<file path="src/rtl/sdp_ram_stream_reader.sv">
// Burst read engine for a simple dual-port synchronous RAM: issues reads against reserved
// buffer credits, absorbs the fixed RAM latency and replays the words as a valid/ready stream.
`timescale 1ns/1ps

module sdp_ram_stream_reader #(
    parameter int DATA_W     = 64,
    parameter int RAM_DEPTH  = 512,
    parameter int RD_LATENCY = 2,
    parameter int LEN_W      = 16,
    parameter int FIFO_DEPTH = 4,
    localparam int ADDR_W    = (RAM_DEPTH > 1) ? $clog2(RAM_DEPTH) : 1
) (
    input  logic              clk,
    input  logic              rst,
    input  logic              cmd_valid,
    output logic              cmd_ready,
    input  logic [ADDR_W-1:0] cmd_addr,
    input  logic [LEN_W-1:0]  cmd_len,
    output logic [ADDR_W-1:0] ram_addr,
    output logic              ram_en,
    output logic              ram_rst,
    input  logic [DATA_W-1:0] ram_dout,
    output logic [DATA_W-1:0] dout,
    output logic              dout_valid,
    input  logic              dout_ready,
    output logic              dout_last,
    output logic              busy
);

    localparam int PTR_W = (FIFO_DEPTH > 1) ? $clog2(FIFO_DEPTH) : 1;
    localparam int CNT_W = PTR_W + 1;
    localparam int SUM_W = CNT_W + 1;

    if ((RD_LATENCY != 1) && (RD_LATENCY != 2)) begin : g_bad_latency
        $error("sdp_ram_stream_reader: RD_LATENCY must be 1 or 2");
    end
    if ((FIFO_DEPTH < RD_LATENCY + 1) || ((FIFO_DEPTH & (FIFO_DEPTH - 1)) != 0)) begin : g_bad_depth
        $error("sdp_ram_stream_reader: FIFO_DEPTH must be a power of two >= RD_LATENCY+1");
    end

    typedef enum logic [1:0] {
        IDLE  = 2'd0,
        ISSUE = 2'd1,
        DRAIN = 2'd2
    } state_t;

    state_t                  state;
    logic [ADDR_W-1:0]       addr;
    logic [LEN_W-1:0]        remaining;
    logic [RD_LATENCY-1:0]   vld_p;
    logic [RD_LATENCY-1:0]   last_p;
    logic [CNT_W-1:0]        inflight;
    logic [CNT_W-1:0]        fifo_count;
    logic [PTR_W-1:0]        wr_ptr;
    logic [PTR_W-1:0]        rd_ptr;
    logic [DATA_W-1:0]       fifo_data [FIFO_DEPTH];
    logic [FIFO_DEPTH-1:0]   fifo_last;

    logic issue;
    logic issue_last;
    logic tail_vld;
    logic tail_last;
    logic push;
    logic pop;
    logic head_last;

    function automatic logic [ADDR_W-1:0] next_addr(input logic [ADDR_W-1:0] a);
        if (a == ADDR_W'(RAM_DEPTH - 1)) begin
            return '0;
        end
        return a + 1'b1;
    endfunction

    // Registered occupancy only: a read is issued solely when its FIFO slot is already reserved.
    function automatic logic has_credit(input logic [CNT_W-1:0] cnt, input logic [CNT_W-1:0] infl);
        logic [SUM_W-1:0] sum;
        sum = {1'b0, cnt} + {1'b0, infl};
        return sum < SUM_W'(FIFO_DEPTH);
    endfunction

    assign issue      = (state == ISSUE) && has_credit(fifo_count, inflight);
    assign issue_last = (remaining == LEN_W'(1));
    assign tail_vld   = vld_p[RD_LATENCY-1];
    assign tail_last  = last_p[RD_LATENCY-1];
    assign push       = tail_vld;
    assign dout_valid = (fifo_count != '0);
    assign pop        = dout_valid && dout_ready;
    assign head_last  = fifo_last[rd_ptr];

    assign dout      = dout_valid ? fifo_data[rd_ptr] : '0;
    assign dout_last = dout_valid && head_last;
    assign cmd_ready = (state == IDLE) && !rst;
    assign busy      = (state != IDLE);
    assign ram_en    = busy;
    assign ram_addr  = addr;
    assign ram_rst   = rst;

    // Command FSM: address/length bookkeeping for the issue side
    always_ff @(posedge clk or posedge rst) begin
        if (rst) begin
            state     <= IDLE;
            addr      <= '0;
            remaining <= '0;
        end else begin
            case (state)
                IDLE: begin
                    if (cmd_valid) begin
                        addr      <= cmd_addr;
                        remaining <= cmd_len;
                        if (cmd_len != '0) begin
                            state <= ISSUE;
                        end
                    end
                end
                ISSUE: begin
                    if (issue) begin
                        addr      <= next_addr(addr);
                        remaining <= remaining - 1'b1;
                        if (issue_last) begin
                            state <= DRAIN;
                        end
                    end
                end
                DRAIN: begin
                    if (pop && head_last && (inflight == '0) && (fifo_count == CNT_W'(1))) begin
                        state <= IDLE;
                    end
                end
                default: state <= IDLE;
            endcase
        end
    end

    // In-flight stage: valid shift register mirrors the RAM read pipeline
    always_ff @(posedge clk or posedge rst) begin
        if (rst) begin
            vld_p    <= '0;
            inflight <= '0;
        end else begin
            vld_p[0] <= issue;
            for (int i = 1; i < RD_LATENCY; i++) begin
                vld_p[i] <= vld_p[i-1];
            end
            inflight <= inflight + CNT_W'(issue) - CNT_W'(tail_vld);
        end
    end

    always_ff @(posedge clk) begin
        last_p[0] <= issue && issue_last;
        for (int i = 1; i < RD_LATENCY; i++) begin
            last_p[i] <= last_p[i-1];
        end
    end

    // Output FIFO stage: pointers and occupancy
    always_ff @(posedge clk or posedge rst) begin
        if (rst) begin
            wr_ptr     <= '0;
            rd_ptr     <= '0;
            fifo_count <= '0;
        end else begin
            if (push) begin
                wr_ptr <= wr_ptr + 1'b1;
            end
            if (pop) begin
                rd_ptr <= rd_ptr + 1'b1;
            end
            case ({push, pop})
                2'b10:   fifo_count <= fifo_count + 1'b1;
                2'b01:   fifo_count <= fifo_count - 1'b1;
                default: fifo_count <= fifo_count;
            endcase
        end
    end

    always_ff @(posedge clk) begin
        if (push) begin
            fifo_data[wr_ptr] <= ram_dout;
            fifo_last[wr_ptr] <= tail_last;
        end
    end

endmodule

</file>
<file path="config.mk">
export PLATFORM = sky130hd
export DESIGN_NAME = sdp_ram_stream_reader
export DESIGN_NICKNAME = d
export VERILOG_FILES = /design/src/rtl/sdp_ram_stream_reader.sv
export SDC_FILE = /design/constraint.sdc
export NUM_CORES = 1
export LEC_CHECK = 0
export CORE_UTILIZATION = 57
export CTS_CLUSTER_SIZE = 10
export DETAILED_ROUTE_END_ITERATION = 12
export DONT_BUFFER_PORTS = 1
export PLACE_DENSITY = 0.82
export SYNTH_ARGS = -nofsm -noshare
export SYNTH_HDL_FRONTEND = slang
export SYNTH_SLANG_ARGS = --single-unit
</file>
<file path="constraint.sdc">
create_clock -name clk -period 6.5 [get_ports clk]
set_input_delay 1.625 -clock clk [delete_from_list [all_inputs] [get_ports clk]]
set_output_delay 1.625 -clock clk [all_outputs]
set_load 0.1 [all_outputs]
</file>
==> out/metrics.csv <==
stage;metric;value;unit
status;status;complete, no violations;
routing;DR vias;6291;
global_routing;largest net degree at the start of global routing;68;
logic_synthesis;Seq cells post-synth;301;
logic_synthesis;top cell type by total area after synthesis;edfxtp_1;
logic_synthesis;Seq/Total Area, Yosys;70.9;%
place;Detailed Place HPWL;14.3;mm
global_routing;Total GRT Usage;22.1;%
flow_run;Max Cap Violations;0;
timing;TNS Setup;0;ns
clocking;root buffer cell;clkbuf_16;
clocking;TritonCTS clock tree;built;
timing;Final Hold Vio Count;0;
place;gpl congestion;0.858;
logic_synthesis;share of the synthesized area in the top cell type;62.8;%
critical_path;CP max FO;29;
critical_path;CP delay by family, top;simple AND/OR/NAND/NOR gates;
floorplan;Die ar.;22400;um2
clocking;post-CTS resize count;0;
logic_synthesis;Post-synth ARST share;13.0;%
floorplan;row count;53;
floorplan;# IOs;172;
routing;DRC;0;
timing;Setup-failing EPs final;0;
timing;WHS;0.329;ns
critical_path;Worst Path Arrival;3.33;ns
timing;relative slew slack;26.7;%
clocking;clock slew at reported path FFs;0.05;ns
global_routing;vias in the first global route;6658;
timing;Slew @ Worst Pin;1.10;ns
critical_path;crit-path cells;inv_1, nand2_2, nor2_2;
timing;Final period util;76.3;%
final_layout;layout net count;819;
logic_synthesis;syn_area_per_cell;17.5;um2
clocking;Clock Latency Late Sink;0.51;ns
timing;clk_skew;0.0152;ns
clocking;hold-fix buffer count after cts;0;
routing;total wire length;24.0;mm
clocking;number of buffers created by CTS;36;
critical_path;Worst Path Required;4.88;ns
routing;post-route ant nets;0;
routing;first-pass detailed-route iteration total;5;
final_layout;ratio of cells with drive above 1 in the final layout;18.0;%
worst_hold_path;HP Class;flop to flop;
routing;DRT iter0 DRCs;462;
critical_path;Crit. End Element;output pin;
logic_synthesis;Synthesis Warnings;0;
clocking;clk buf depth;3;
logic_synthesis;top_reg_cell synth;edfxtp_1;
timing;RSZ-0062 raised after global routing;no;
final_layout;Syn-to-layout area delta;9.96;%
global_routing;first-pass GRT wire length;36.8;mm
final_layout;post-layout util;64.5;%
floorplan;Die Ht;150;um
critical_path;Slowest-stage cell, CP;nor2_2;
logic_synthesis;Synth cell types;58;
final_layout;post-route insts no fill;997;
logic_synthesis;Synth Cell Area;12400;um2
floorplan;Die X;150;um
clocking;# clock sinks;301;
timing;Final Max Slew Viols;0;
critical_path;CP max stage delay;1.11;ns
clocking;setup bufs post-CTS;0;
place;PortBufs;0;
logic_synthesis;top post-synthesis cells by area;edfxtp_1 (63%), mux4_2 (12%), dfrtp_1 (7.8%);
critical_path;Startpoint Class;flop;
timing;Fmax;0.202;GHz
floorplan;core area;21200;um2
logic_synthesis;number of synthesized flops with an enable pin;260;
logic_synthesis;Mapped Cells;709;
final_layout;n_diodes;0;
routing;Via-to-Cell Ratio;6.31;
logic_synthesis;Net Count, Synth;820;
critical_path;CP bufs+invs;1;
global_routing;gr ovfl total;0;
place;# placed instances;945;
routing;drt wl/cell;24.1;um
critical_path;crit path kind;flop to output pin;
timing;minimum clock period;4.96;ns
floorplan;Initial Util;58.6;%
global_routing;initial antenna violation count;0;
clocking;CTS H-Tree Depth;2;
-- Yosys cell counts (3+ instances only) --
master and n:
edfxtp_1 260, and2_1 70, mux4_2 65, dfrtp_1 39
nor2_1 23, o21ai_0 23, clkbuf_1 22, inv_1 19
nand2_1 18, ha_1 17, buf_2 13, a21oi_1 12
nor4_1 11, nand3_1 7, nand4_1 7, nor2b_1 6
nor3_1 6, nor3b_1 5, o22ai_1 5, o31ai_1 5
xnor2_1 5, a211oi_1 4, a2bb2oi_1 4, buf_1 4
mux2i_1 4, a31oi_1 3, a41oi_1 3, mux2_2 3
nand2b_1 3, o32a_1 3, or2_2 3, xor2_1 3
-- worst paths after layout --
| kind | slack (ns) | startpoint | end | cells past startpoint |
|---|---|---|---|---|
| worst max-delay path | 1.54 | state[1]$_DFFE_PP0P_ | cmd_ready | 3 |
| worst min-delay path | 0.33 | last_p[0]$_DFF_P_ | last_p[1]$_DFF_P_ | 0 |
| worst max register to register | 3.48 | ram_addr[0]$_DFFE_PP0P_ | ram_addr[6]$_DFFE_PP0P_ | 8 |
| worst min register to register | 0.33 | last_p[0]$_DFF_P_ | last_p[1]$_DFF_P_ | 0 |
| max in group asynchronous | 4.97 | rst | rd_ptr[1]$_DFFE_PP0P_ | 2 |
| min in group asynchronous | 1.14 | rst | ram_addr[4]$_DFFE_PP0P_ | 2 |
-- routing by layer --
| metal | track usage [%] | wire (um) |
|---|---|---|
| met1 | 26.4 | 9300 |
| met2 | 38.5 | 12400 |
| met3 | 6.34 | 1910 |
| met4 | 6.97 | 413 |
| met5 | 0 | 0 |
-- cell families after synthesis --
kind of cell    Yosys count  share of synthesized area [%]
buf+inv                  61                           2.09
mux                      72                           12.4
simple gates            171                           7.95
flops                   301                           70.9
fa+ha+maj                18                           1.87
compound gates           78                           4.24
xor+xnor                  8                          0.563
-- final cells by class --
cell class                      count  area, um2
Tap cell                          275        344
Fill cell                        1415       7540
Inverter                           19       71.3
Timing Repair Buffer                3       22.5
Clock inverter                      4       75.1
Clock buffer                       48        956
Multi-Input combinational cell    347       3380
Sequential cell                   301       8830
-- registers in the layout, indices dropped and copies added, names as in the netlist --
name        flops
fifo_count      3
fifo_data     256
fifo_last       4
inflight        3
last_p          2
ram_addr        9
rd_ptr          2
remaining      16
state           2
vld_p           2
wr_ptr          2
-- per-stage QoR --
step	setup WS [ns]	instance area (um2)
global route	1.43	13700
floorplan	1.88	12400
detailed placement	2.07	12600
CTS	1.54	13700
global placement	2.14	12600
finish	1.54	13700
-- cells in the final DEF (no fill, tap or decap), types with 3 or more instances in the layout --
cell       count
nor4_1        11
nand2_1       17
mux4_2        65
mux2_2         3
dfrtp_1       37
nand4_1        7
o32a_1         3
clkbuf_1      11
xnor2_1        5
inv_1         19
o31ai_1        5
clkbuf_16     36
and2_4         4
a21oi_1       12
o21ai_0       23
nor3_1         6
nand3_1        7
xor2_1         3
buf_4          3
nor2b_1        6
mux2i_1        4
nor2_1        22
nor3b_1        5
edfxtp_1     260
a31oi_1        3
o22ai_1        5
a211oi_1       4
and2_1        66
ha_1          17
or2_2          3
a41oi_1        3
a2bb2oi_1      4
Power is not shown: default switching activity piles up to over one toggle a cycle in this logic, so the estimate is an artifact.
==> RTL edit 1, RTL diff (same settings) <==
`LEN_W`: 16 -> 32.
--- a/src/rtl/sdp_ram_stream_reader.sv
+++ b/src/rtl/sdp_ram_stream_reader.sv
@@ -6,7 +6,7 @@
     parameter int DATA_W     = 64,
     parameter int RAM_DEPTH  = 512,
     parameter int RD_LATENCY = 2,
-    parameter int LEN_W      = 16,
+    parameter int LEN_W      = 32,
     parameter int FIFO_DEPTH = 4,
     localparam int ADDR_W    = (RAM_DEPTH > 1) ? $clog2(RAM_DEPTH) : 1
 ) (
Interface: changed (resized cmd_len); port bits go from 172 to 188. The function was not compared with the original's and may differ.
==> RTL edit 1 against the unedited design <==
Sequential cell count rose by 16. Count of clock-buffer cells in the layout rose by 1. Clock skew fell by 3.2 ps. Area after synthesis rose by 7.4%. Setup slack improved by 220 ps. Routed wire length rose by 8.1%. Global-route usage rose by 0.15 points. Via count rose by 15%. Design area rose by 7.2%.
Power is left out: the tool's default activity adds up to more than one toggle a clock period on the data nets, which glitch-free logic cannot reach.
==> RTL edit 1: results (changes against the unedited design) <==
.. list-table::
   :header-rows: 1

   * - Metric
     - Value
   * - Number of clock buffers inserted by TritonCTS
     - 37 (+2.8%)
   * - Count of cell types in the netlist
     - 68 (+17%)
   * - Total met2 wirelength after detailed routing
     - 12800 microns (+3.3%)
   * - Post-synth ARST share
     - 17.4% (+4.4 points)
   * - Share of layout cells above drive strength 1
     - 16.9% (-1.1 points)
   * - M3 GR Usage
     - 5.65% (-0.69 points)
   * - Vias in the first global route
     - 7440 (+12%)
   * - Via density per instance
     - 6.26 (-0.78%)
   * - Total Wirelength
     - 26000 microns (+8.1%)
   * - Share of the yosys chip area belonging to registers
     - 69.0% (-1.9 points)
   * - Detail Route met3 WL
     - 2380 microns (+25%)
   * - Critical path arrival
     - 3110 ps (-220 ps)
   * - R2r setup slk
     - 3160 ps (-320 ps)
   * - Adder-Cell Fraction of Synth Area
     - 1.74% (-0.13 points)
   * - Net count of the finished layout
     - 952 (+16%)
   * - Final weighted congestion in routability-driven placement
     - 0.905 (+5.5%)
   * - Pre-Repair DR Iteration Count
     - 7 (+2)
   * - Source of the worst register-to-register timing path
     - state[0]$_DFFE_PP0P_
   * - Number of DRC markers after the initial detailed-route iteration
     - 653 (+41%)
   * - Global-route track usage on met2
     - 36.9% (-1.6 points)
   * - Transition time at the pin with the least slew margin
     - 1060 ps (-38.4 ps)
   * - Global-route wire length before repair
     - 40800 microns (+11%)
   * - Final clock skew
     - 12.0 ps (-3.24 ps)
   * - Parity-gate share of the synthesized area counting xor and xnor cells
     - 0.524% (-0.039 points)
   * - Met1 Wirelength
     - 10400 microns (+12%)
   * - Total half-perimeter wirelength after legalization and detailed placement
     - 15700 microns (+10%)
   * - CP max stage delay
     - 1010 ps (-100 ps)
   * - Post-synthesis compound-gate area fraction
     - 5.40% (+1.2 points)
   * - Critical path endpoint
     - dout[3]
   * - Status
     - finished clean
   * - Filler cell count
     - 1593 (+13%)
   * - Critical path fanouts, max
     - 38 (+31%)
   * - CP startpoint
     - rd_ptr[1]$_DFFE_PP0P_
   * - Cell with the largest stage delay on the worst path
     - sky130_fd_sc_hd__dfrtp_2
   * - Dominant cells by area after synthesis
     - sky130_fd_sc_hd__edfxtp_1 58%, sky130_fd_sc_hd__mux4_2 11%, sky130_fd_sc_hd__dfrtp_1 10%
   * - R2R Path End
     - inflight[2]$_DFF_PP0_
==> RTL edit 1: how the worst min path moves through the flow <==
| stage | slack (ps) | end | cells after the start |
|---|---|---|---|
| floorplan | 310 | last_p[1]$_DFF_P_ | 0 |
| global placement | 320 | last_p[1]$_DFF_P_ | 0 |
| detailed placement | 310 | last_p[1]$_DFF_P_ | 0 |
| CTS | 330 | last_p[1]$_DFF_P_ | 0 |
| global route | 330 | last_p[1]$_DFF_P_ | 0 |
| finish | 320 | last_p[1]$_DFF_P_ | 0 |
==> RTL edit 1: cells by family after synthesis <==
| group | count (synthesis) |
|---|---|
| compound gates | 112 |
| flops | 317 |
| fa+ha+maj | 18 |
| simple gates | 230 |
| mux | 69 |
| xor+xnor | 8 |
| buf+inv | 65 |
==> RTL edit 1: layout make-up <==
cell class / instances / area, sq um / share of cell area [%]
flip-flops and latches: 317 / 9230 / 62.9
clock buffers: 49 / 981 / 6.69
repair buffers: 12 / 90.1 / 0.614
well taps: 313 / 392 / 2.67
multi-input cells: 437 / 3860 / 26.3
clock inverters: 3 / 41.3 / 0.281
inverters: 20 / 75.1 / 0.512
==> RTL edit 1: through the flow <==
stage | worst slack, ps | cells | utilization, % | hold WS [ps] | instance area, sq um
finish | 1760 | 1151 | 64.2 | 324 | 14700
detailed placement | 2230 | 1099 | 59.7 | 313 | 13600
floorplan | 2000 | 819 | - | 310 | 13400
global placement | 2320 | 1099 | 59.7 | 318 | 13600
CTS | 1740 | 1151 | 64.2 | 327 | 14700
global route | 1620 | 1151 | 64.2 | 327 | 14700
==> RTL edit 1: worst max-delay path: cells and delay by family, from the launching register on <==
family | cells | cell delay [ps]
flip-flops | 1 | 1010
buffers and inverters | 1 | 500
multiplexers | 1 | 290
AND/OR/NAND/NOR | 1 | 790
==> RTL edit 2, RTL diff (config.mk and constraints unchanged) <==
Made on the original files. Make the reset (`rst`) synchronous in 3 clocked blocks.
--- a/src/rtl/sdp_ram_stream_reader.sv
+++ b/src/rtl/sdp_ram_stream_reader.sv
@@ -96,7 +96,7 @@
     assign ram_rst   = rst;
 
     // Command FSM: address/length bookkeeping for the issue side
-    always_ff @(posedge clk or posedge rst) begin
+    always_ff @(posedge clk) begin
         if (rst) begin
             state     <= IDLE;
             addr      <= '0;
@@ -132,7 +132,7 @@
     end
 
     // In-flight stage: valid shift register mirrors the RAM read pipeline
-    always_ff @(posedge clk or posedge rst) begin
+    always_ff @(posedge clk) begin
         if (rst) begin
             vld_p    <= '0;
             inflight <= '0;
@@ -153,7 +153,7 @@
     end
 
     // Output FIFO stage: pointers and occupancy
-    always_ff @(posedge clk or posedge rst) begin
+    always_ff @(posedge clk) begin
         if (rst) begin
             wr_ptr     <= '0;
             rd_ptr     <= '0;
Behaviour: differs if rst is asserted again (counterexample within 4 cycles, from zero or initial values and one cycle with rst high); with rst held inactive, the same outputs for 4 cycles.
==> RTL edit 2 against the unedited design <==
Sequential cell count rose by 2. Design area down 1.1%. Setup slack better by 160 ps. Routed wire length is 1.4% higher. Sequential share of layout area is 0.43 points lower. Area after synthesis is 1.1% lower. Critical path type unchanged.
==> RTL edit 2: results (changes against the unedited design) <==
.. list-table::
   :header-rows: 1

   * - Metric
     - Value
   * - Status
     - finished clean
   * - Number of DRC markers after the initial detailed-route iteration
     - 497 (+7.6%)
   * - Depth of the CTS H-tree
     - 2 (unchanged)
   * - Final Slew Violations
     - 0 (unchanged)
   * - Share of the yosys chip area belonging to registers
     - 70.5% (-0.44 points)
   * - Critical path arrival
     - 3180 ps (-150 ps)
   * - Worst min-delay path category
     - flip-flop to flip-flop
   * - Number of clock buffers inserted by TritonCTS
     - 36 (unchanged)
   * - Dominant synthesized flop cell
     - sky130_fd_sc_hd__edfxtp_1
   * - Final clock skew
     - 25.1 ps (+9.92 ps)
   * - Dominant cells by area after synthesis
     - sky130_fd_sc_hd__edfxtp_1 63%, sky130_fd_sc_hd__mux4_2 12%, sky130_fd_sc_hd__dfxtp_1 7.0%
   * - R2R cell count
     - 9 (+1)
   * - Net count of the mapped netlist
     - 834 (+1.7%)
   * - Post-DP Area
     - 12500 sq um (-1.1%)
   * - Total Wirelength
     - 24400 microns (+1.4%)
   * - Internal power
     - 0.00368 W
   * - Count of buffers from port buffering
     - 0 (unchanged)
   * - Min-Delay Startpoint
     - last_p[0]$_DFF_P_
   * - Number of hold buffers added after cts
     - 0 (unchanged)
   * - Critical path fanouts, max
     - 36 (+24%)
   * - Global-route wire length before repair
     - 37100 microns (+0.77%)
   * - Post-CTS Resized
     - 0 (unchanged)
   * - Number of buffers on the longest clock path
     - 3 (unchanged)
   * - Hold path cells
     - 0 (unchanged)
   * - Critical path class
     - flip-flop to output port
   * - Pre-Repair DR Iteration Count
     - 5 (unchanged)
   * - Via density per instance
     - 6.33 (+0.29%)
   * - Number of setup buffers added after CTS
     - 0 (unchanged)
   * - Pre-CTS setup slack
     - 2100 ps (+22.5 ps)
   * - Net count of the finished layout
     - 836 (+2.1%)
   * - Synth top cells by count
     - 260 x sky130_fd_sc_hd__edfxtp_1, 70 x sky130_fd_sc_hd__and2_1, 65 x sky130_fd_sc_hd__mux4_2, 43 x sky130_fd_sc_hd__dfxtp_1, 32 x sky130_fd_sc_hd__nor2_1
   * - Post-synth ARST share
     - 0% (-13 points)
   * - Total half-perimeter wirelength after legalization and detailed placement
     - 14300 microns (+0.43%)
   * - Vias in the first global route
     - 6617 (-0.62%)
   * - Total of warnings raised by yosys
     - 0 (unchanged)
   * - Transition time at the pin with the least slew margin
     - 1120 ps (+23.3 ps)
   * - Count of cell types in the netlist
     - 57 (-1.7%)
   * - Initial antenna violation count
     - 1 (+1)
   * - Source of the worst register-to-register timing path
     - ram_addr[0]$_SDFFE_PP0P_
   * - Final hold violation count
     - 0 (unchanged)
   * - Total routing resource utilization after global routing
     - 22.3% (+0.18 points)
   * - Largest net degree at the start of global routing
     - 68 (unchanged)
   * - Insertion delay to the later sink of the worst-skew pair
     - 500 ps
   * - Share of layout cells above drive strength 1
     - 17.8% (-0.25 points)
   * - Final weighted congestion in routability-driven placement
     - 0.886 (+3.3%)
[RTL edit 2: cell types whose count changed in the layout (fill, tap and decap cells not counted), moves of 9 or more]
cell | before | now
sky130_fd_sc_hd__dfxtp_1 | 2 | 41
sky130_fd_sc_hd__dfrtp_1 | 37 | 0
sky130_fd_sc_hd__a21oi_1 | 12 | 28
sky130_fd_sc_hd__nand2_1 | 17 | 30
sky130_fd_sc_hd__o21ai_0 | 23 | 12
sky130_fd_sc_hd__nor2_1 | 22 | 31
sky130_fd_sc_hd__nor3_1 | 6 | 15
[RTL edit 2: cell type report]
class	instances	area (sq um)
diodes	1	2.50
clock buffers	48	988
clock inverters	3	26.3
fillers	1404	7560
inverters	15	56.3
multi-input cells	365	3400
flip-flops and latches	303	8670
well taps	275	344
repair buffers	4	30.0
[RTL edit 2: worst paths after layout]
path	end	slack, ps
worst max-delay path	dout[48]	1700
worst min-delay path	last_p[1]$_DFF_P_	330
worst max register to register	ram_addr[2]$_SDFFE_PP0P_	3560
worst min register to register	last_p[1]$_DFF_P_	330
[RTL edit 2: power groups by stage]
stage | Sequential (W) | Combinational [W] | Clock (W)
global placement | 0.00243 | 0.00216 | 0
global route | 0.00242 | 0.00228 | 0.00184
detailed placement | 0.00244 | 0.00220 | 0
finish | 0.00240 | 0.00219 | 0.00174
floorplan | 0.00232 | 0.00211 | 0
CTS | 0.00240 | 0.00221 | 0.00177
[RTL edit 2: metal layers]
| metal | GRT usage [%] | share of wire (%) | vias up |
|---|---|---|---|
| met4 | 6.89 | 2.2 | 0 |
| met3 | 7.28 | 8.8 | 37 |
| met1 | 27.8 | 39 | 3268 |
| li1 | - | - | 2831 |
| met2 | 37.0 | 50 | 281 |
| met5 | 0 | 0 | - |
[RTL edit 2: kinds of logic (layout without fill, tap and decap cells)]
logic type	Yosys count	count (layout)	synth area share [%]
buffers and inverters	55	70	2.00
AND/OR/NAND/NOR	189	189	8.35
AO/OA/AOI/OAI	80	80	4.42
adder cells (fa/ha/maj)	18	18	1.89
flip-flops	303	303	70.5
multiplexers	68	68	12.1
XOR/XNOR	10	10	0.712
other	0	1	0
[RTL edit 2: worst max-delay path, cell delays in order, from the launching register on]
cell and delay [ps]:
sky130_fd_sc_hd__dfxtp_2 950, sky130_fd_sc_hd__buf_4 550, sky130_fd_sc_hd__mux4_2 370, sky130_fd_sc_hd__and2_1 790
[RTL edit 2: metrics by stage]
stage	power, W	cells	hold slack, ps
2_1_floorplan	0.00443	723	310
3_3_place_gp	0.00459	962	314
3_5_place_dp	0.00464	962	316
4_1_cts	0.00638	1013	327
5_1_grt	0.00654	1013	334
6_report	0.00633	1014	325
